`config.mk`:
```
export PLATFORM = sky130hd
export DESIGN_NAME = cbm2_busdecode_n
export DESIGN_NICKNAME = d
export VERILOG_FILES = /design/src/rtl/cbm2_busdecode_n.sv
export SDC_FILE = /design/constraint.sdc
export NUM_CORES = 2
export LEC_CHECK = 0
export ABC_CLOCK_PERIOD_IN_PS = 17900
export CORE_MARGIN = 1
export CORE_UTILIZATION = 40
export CTS_CLUSTER_SIZE = 14
export DETAILED_ROUTE_END_ITERATION = 12
export PLACE_DENSITY_LB_ADDON = 0.2
export RECOVER_POWER = 100
export SETUP_SLACK_MARGIN = 0.5
export SLEW_MARGIN = 5
export SYNTH_ARGS = -nofsm -noshare
export SYNTH_HDL_FRONTEND = slang
export SYNTH_SLANG_ARGS = --single-unit
```
`constraint.sdc`:
```
create_clock -name clk_sys -period 17.9 [get_ports clk_sys]
set_input_delay 3.58 -clock clk_sys [delete_from_list [all_inputs] [get_ports clk_sys]]
set_output_delay 3.58 -clock clk_sys [all_outputs]
set_load 0.05 [all_outputs]
```
`src/rtl/cbm2_busdecode_n.sv`:
```
// cbm2_busdecode_n: segment-15 I/O slot and colour RAM decoder with wait states and colour RAM erase
module cbm2_busdecode_n #(
    parameter int          NUM_IO   = 8,
    parameter logic [15:0] IO_BASE  = 16'hD800,
    parameter int          WS_W     = 2,
    parameter int          CRAM_AW  = 10,
    parameter logic [15:0] COL_BASE = 16'hD400
) (
    input  logic                   clk_sys,
    input  logic                   reset,
    input  logic                   cpuReq,
    input  logic [7:0]             cpuSeg,
    input  logic [15:0]            cpuAddr,
    input  logic [7:0]             cpuDo,
    input  logic                   cpuWe,
    output logic                   cpuAck,
    output logic [7:0]             cpuDi,
    input  logic [NUM_IO-1:0]      ioEn,
    input  logic [NUM_IO*WS_W-1:0] ioWait,
    input  logic [NUM_IO*8-1:0]    ioData,
    output logic [NUM_IO-1:0]      ioCs,
    output logic                   ioWe,
    output logic [7:0]             ioDo,
    input  logic                   colErase,
    output logic                   colBusy
);
    typedef enum logic [1:0] {IDLE, ACCESS, STALL, ACK} state_t;
    state_t state, state_n;
    logic [NUM_IO-1:0] cs_hit, cs_l;
    logic [WS_W-1:0] wait_hit, cnt;
    logic [CRAM_AW-1:0] addr_l, ecnt;
    logic [7:0] io_sel;
    logic [3:0] cram [2**CRAM_AW];
    logic slot_hit, col_hit, is_col, we_l, erase_busy, start_erase, e6, done;
    int off;
    always_comb begin
        cs_hit = '0;
        wait_hit = '0;
        io_sel = '0;
        off = 0;
        // descending scan so the lowest matching slot is the one left standing
        for (int n = NUM_IO - 1; n >= 0; n--) begin
            off = int'(cpuAddr) - int'(IO_BASE) - n * 256;
            if (cpuSeg == 8'd15 && ioEn[n] && off >= 0 && off < 256) begin
                cs_hit = '0;
                cs_hit[n] = 1'b1;
                wait_hit = ioWait[n*WS_W +: WS_W];
            end
        end
        for (int n = 0; n < NUM_IO; n++)
            io_sel = io_sel | (cs_l[n] ? ioData[n*8 +: 8] : 8'h00);
    end
    assign slot_hit    = |cs_hit;
    assign col_hit     = cpuSeg == 8'd15 && cpuAddr[15:CRAM_AW] == COL_BASE[15:CRAM_AW];
    assign start_erase = colErase && !erase_busy;
    assign done        = state == ACCESS && cnt == '0;
    assign e6          = |((32'(ecnt) >> 6) & 32'd1);
    assign colBusy     = erase_busy;
    assign cpuAck      = state == ACK;
    assign ioCs        = state == ACCESS ? cs_l : '0;
    assign ioWe        = state == ACCESS && we_l;
    // a colour access must not race an erase that is running or about to start
    always_comb begin
        state_n = state == IDLE   ? (!cpuReq ? IDLE : slot_hit ? ACCESS : !col_hit ? ACK :
                                     (erase_busy || colErase) ? STALL : ACCESS) :
                  state == ACCESS ? (cnt == '0 ? ACK : ACCESS) :
                  state == STALL  ? ((erase_busy || colErase) ? STALL : ACCESS) :
                                    IDLE;
    end
    always_ff @(posedge clk_sys) begin
        if (reset) begin
            state      <= IDLE;
            cs_l       <= '0;
            is_col     <= 1'b0;
            we_l       <= 1'b0;
            addr_l     <= '0;
            cnt        <= '0;
            ioDo       <= 8'h00;
            cpuDi      <= 8'hFF;
            erase_busy <= 1'b0;
            ecnt       <= '0;
        end else begin
            state <= state_n;
            if (state == IDLE && cpuReq) begin
                cs_l   <= cs_hit;
                is_col <= !slot_hit && col_hit;
                we_l   <= cpuWe;
                addr_l <= cpuAddr[CRAM_AW-1:0];
                ioDo   <= cpuDo;
                cnt    <= slot_hit ? wait_hit : '0;
            end
            if (state == ACCESS && cnt != '0)
                cnt <= cnt - 1'b1;
            if (done && !we_l)
                cpuDi <= is_col ? {cpuDi[7:4], cram[addr_l]} : io_sel;
            if (start_erase) begin
                erase_busy <= 1'b1;
                ecnt       <= '0;
            end else if (erase_busy) begin
                erase_busy <= ecnt != '1;
                ecnt       <= ecnt == '1 ? ecnt : ecnt + 1'b1;
            end
        end
    end
    always_ff @(posedge clk_sys) begin
        if (!reset && erase_busy)
            cram[ecnt] <= {4{e6}};
        else if (!reset && done && is_col && we_l)
            cram[addr_l] <= ioDo[3:0];
    end
endmodule

```
## After elaboration in Yosys (flattened, before gate mapping)

Memories as Yosys holds them, arrays and structs flattened. A register that Yosys moved wholly into a read port is not among the register bits.
Index checks and enable logic that the tools add are counted.

| word-level totals | value |
|---|---|
| register bits | 51 |
| bits in writable memories | 4096 |
| output and inout bits | 27 |
| memories kept | 1 |

| operators by class | value |
|---|---|
| add/subtract/negate cells | 10 |
| magnitude comparators | 16 |
| equality and inequality tests | 7 |
| multiplexer cells | 49 |
| bitwise operators | 9 |
| reduce and logical (&&, ||, !) cells | 50 |

Memory list:

| name | depth | width | read ports | clocked after Yosys merged registers in | wr ports | line | RTL |
|---|---|---|---|---|---|---|---|
| cram | 1024 | 4 | 1 | 1 | 1 | 33 | `logic [3:0] cram [2**CRAM_AW];` |

Operators with widths:

| cell | count |
|---|---|
| $ge 32x1->1 const B | 7 |
| $lt 32x10->1 const B | 7 |
| $mux 8 | 17 |
| $sub 17x12->18 const B | 4 |
| $or 8x8->8 | 7 |
| $mux 2 | 19 |
| $logic_and 1x1->1 | 36 |
| $sub 17x11->18 const B | 2 |
| $mux 10 | 3 |
| $sub 17x10->18 const B | 1 |
| $ge 17x1->1 const B | 1 |
| $lt 17x10->1 const B | 1 |
| $sub 16x16->17 const B | 1 |
| $add 10x1->10 const B | 1 |
| $eq 10x10->1 const B | 1 |
| $ne 10x10->1 const B | 1 |
| $eq 8x4->1 const B | 1 |
| $mux 1 | 8 |
| $mux 4 | 2 |
| $reduce_or 8->1 | 1 |
| $eq 6x6->1 const B | 1 |
| $eq 2x2->1 const B | 2 |
| $logic_not 1->1 | 4 |
| $logic_not 2->1 | 2 |
| 8 further kinds | 11 |

## Logic depth before layout (Yosys ltp)

| logic depth | value |
|---|---|
| depth in word-level cells | 17 |
| gate-level depth with buffers | 17 |

## Least setup slack after synthesis

No wires, ideal clock.

| path | value |
|---|---|
| path kind | input to register |
| start | input port reset |
| end | memory cram[0][0] (data pin) |
| library setup time | 2.683 ns |
| data arrival time | 16.720 ns |
| data required time | 15.217 ns |
| slack | -1.503 ns |
| stages | 6 |
| path buffers | 3 |
| cell sequence | clkbuf_1 nor3_1 clkbuf_1 clkbuf_1 nand2_1 nand2_1 |

| on the way | value |
|---|---|
| word-level cells in the longest chain between the ends | 9 |
| elaborated cells on any way between the ends | 10 |
| classes of those cells | 4 x mux; 6 x reduce/logical |

RTL lines:

| element | line | RTL |
|---|---|---|
| start: declaration | 10 | `input logic reset,` |
| $logic_not 1->1 * | 106, 108 |  |
| $logic_and 1x1->1 (3 in series) | 108 | `else if (!reset && done && is_col && we_l)` |
| $mux 1 | 108 |  |
| $mux 1 * | 106 | `if (!reset && erase_busy)` |
| $mux 1 (implied by the code) * | 109 | `cram[addr_l] <= ioDo[3:0];` |
| $reduce_or 4->1 (no source line) * | n/a |  |
| $mux 4 (no source line) * | n/a |  |
| end: declaration | 33 |  |

Every way passes the cells marked *; elsewhere a longest branch is shown, timed or not.

## Worst setup path in the final report

| path | value |
|---|---|
| start | input port reset |
| end | memory cram[950][2] (data pin) |

Same word-level chain as after synthesis.

==> flow_summary.yaml <==
status:
  status: "complete, but fails checks"
  violations: "max-capacitance violations, max-slew violations"
drt:
  drc: 0
  wl_per_cell_um: 33.8
  firstDrtPassIters: 6
  highest_layer: "met5"
  dr_wl_met2_um: 231000
  dr_total_vias: 85700
  wl_um: 486000
  route.met3.wl_um: 44700
  wl_met1_um: 194000
  viasPerCell: 5.96
  ant_nets: 0
  drt_iter0_drc: 11700
logic_synthesis:
  synthArstFlopShare_pct: 0
  synth_area_per_cell_um2: 19.7
  synth_compound_area_share_pct: 2.78
  synthAdderAreaFrac_pct: 0.0683
  synthSimpleGateAreaFrac_pct: 4.16
  synth-seq-area-share_pct: 75.4
  synth-edff-count: 4096
  synth_xor_area_share_pct: 0.0744
  synth_seq_cells: 4157
  muxShareOfSynthArea_pct: 15.7
  synth_top_flop_cell: "edfxtp_1"
  syn_nets: 8506
  ys_warn_count: 0
  netlist_area_um2: 165000
  postSynthCellCount: 8372
  synth_cell_type_count: 77
  synth_top_family_by_area: "multiplexers"
worst_setup_path:
  critPathMaxFanout: 124
  start_kind: "input pin"
  crit_arrival_ns: 12.29
  reg2reg_slack_ns: 6.87
  cp-end-kind: "flip-flop"
  r2r_cells: 11
  timing.rr.end: "cpuDi[0]$_SDFFE_PP1P_"
  crit_required_ns: 18.10
  crit_type: "in -> reg"
layout:
  drive_gt1_share_pct: 21.4
  layout.cells.non_filler: 14400
  postLayoutCoreUtil_pct: 45.4
  syn_to_final_growth_pct: 12.8
  layout_common_cells: "edfxtp_1 (4096), nor2_1 (1104), mux4_2 (1048)"
  nets: 8697
  final_common_cell: "edfxtp_1"
clocking:
  post_cts_buffers: 0
  cts_tree: "done"
  htreeDepth: 5
  hold_buffers: 0
  cts-buffers-inserted: 418
  clock-sinks: 4157
  cts_root_buf: "clkbuf_16"
  clock_path_buffers: 4
  path_clk_slew_ns: 0.06
  cts_resized: 0
  clock_latency_ns: 0.99
grt:
  track_usage_pct: 23.1
  grt_antenna_before_repair: 39
  grt_overflow: 0
  grt_pass1_wl_um: 680000
  grt_max_degree: 210
  first_global_vias: 86700
worst_hold_path:
  min_delay_path_depth: 2
  hold_path_class: "reg -> reg"
  min_to: "ioDo[6]$_SDFFE_PP0P_"
  min_from: "ioDo[6]$_SDFFE_PP0P_"
pwr:
  p_leak_nw: 51.8
  power_frac_clock_pct: 43.3
  p_switching_mw: 4.53
  comb_power_share_pct: 5.5
  p_sw_share_pct: 22.0
  design_power_total_mw: 20.6
  p_seq_share_pct: 51.2
  intPower_mw: 16.1
  powerDensity_nw_per_um2: 111
  ir_drop_mv: 0.0927
timing:
  slew_violations: 2386
  fin_tns_setup_ns: 0
  finalWorstSetupSlack_ns: 5.81
  timing.fmax_mhz: 82.7
  period_share_pct: 67.6
  slew_headroom_pct: -305
  hold_viol: 0
  worstMarginPinSlew_ns: 6.07
  fin_crit_ns: 12.09
  finClkSkew_ns: 0.0517
  finalSetupViolCount: 0
  rsz0062_at_grt: "no"
placement:
  hpwl_um: 284000
  portBuffers: 151
  pre_cts_ws_ns: 9.42
  dp_cells: 13600
  place.gp.congestion: 0.848
floorplanning:
  core_area_um2: 410000
  fp.dieArea_um2: 415000
  die_w_um: 644
  num_io_pins: 152
  num_rows: 235
  die_h_um: 644
  start_util_pct: 40.2
run:
  drv_cap: 75
==> metrics by stage <==
step / hold slack (ns) / instance area (um2)
2_1_floorplan: 0.450 / 165000
3_3_place_gp: 0.450 / 173000
3_5_place_dp: 0.458 / 173000
4_1_cts: 0.467 / 186000
5_1_grt: 0.486 / 186000
6_report: 0.464 / 186000
==> critical path: stages <==
cell      delay (ns)
clkbuf_1        0.12
nor3_1          0.32
clkbuf_1        1.43
nand2_1         0.14
nand2_1         3.48
clkbuf_1        3.02
==> area by class of cell <==
cell class	count	area, um2
fillers	34500	224000
flip-flops and latches	4157	124000
multi-input cells	3597	37700
clock buffers	492	10800
well taps	5451	6820
repair buffers	375	3180
clock inverters	282	3040
inverters	14	65.1
diodes	16	40.0
==> cells in the mapped netlist, types with 36 or more instances <==
library cell     n  area, um2
edfxtp_1      4096     123000
mux4_2        1048      23600
buf_4           73        548
nand3_1         69        345
a21oi_1        143        716
o22ai_1         66        413
buf_1           40        150
nor2_1        1107       4160
mux2i_1        186       1860
buf_2          101        505
dfxtp_1         61       1220
a22o_1          42        368
buf_6           36        405
nor3_1          53        265
o21ai_0         50        250
a22oi_1         95        713
o221ai_1        49        429
a221oi_1        45        394
nand2_1        247        927
clkbuf_1       347       1300
==> flip-flops by register name, summed over array words and instances (netlist names), named ones only <==
signal	cells
cram	4096
addr_l	10
ecnt	10
cpuDi	8
cs_l	8
ioDo	8
cnt	2
state	2
colBusy	1
is_col	1
we_l	1
==> per-layer routing <==
metal	GRT usage, %	vias up
met5	0	-
met4	7.36	2
met3	4.31	741
met2	36.9	4418
met1	32.3	45900
li1	-	34700
==> power groups by stage <==
| stage | combinational [mW] | sequential [mW] | clock, mW |
|---|---|---|---|
| 2_1_floorplan | 0.705 | 10.8 | 0 |
| 3_3_place_gp | 1.14 | 10.8 | 0 |
| 3_5_place_dp | 1.14 | 10.8 | 0 |
| 4_1_cts | 1.14 | 10.6 | 9.02 |
| 5_1_grt | 1.17 | 10.6 | 9.37 |
| 6_report | 1.13 | 10.6 | 8.92 |
==> logic make-up (layout without fill, tap and decap cells) <==
family	after synthesis	count (layout)
DFF	4157	4157
muxes	1266	1266
adders and majority gates	9	9
and+or+nand+nor	1651	1651
xor gates and xnor gates	14	14
buffers and inverters	618	1163
other	0	16
AOI/OAI and AO/OA	657	657
==> worst max-delay path by stage <==
stage,start,endpoint,slack (ns),cells past startpoint
CTS,reset,cram[134][0]$_DFFE_PP_,10.42,8
floorplan,reset,cram[0][0]$_DFFE_PP_,4.75,6
detailed placement,reset,cram[921][0]$_DFFE_PP_,9.42,8
global route,reset,cram[651][2]$_DFFE_PP_,5.17,6
global placement,reset,cram[908][0]$_DFFE_PP_,9.46,8
finish,reset,cram[950][2]$_DFFE_PP_,5.81,6
(Power assumes the default switching activity.)
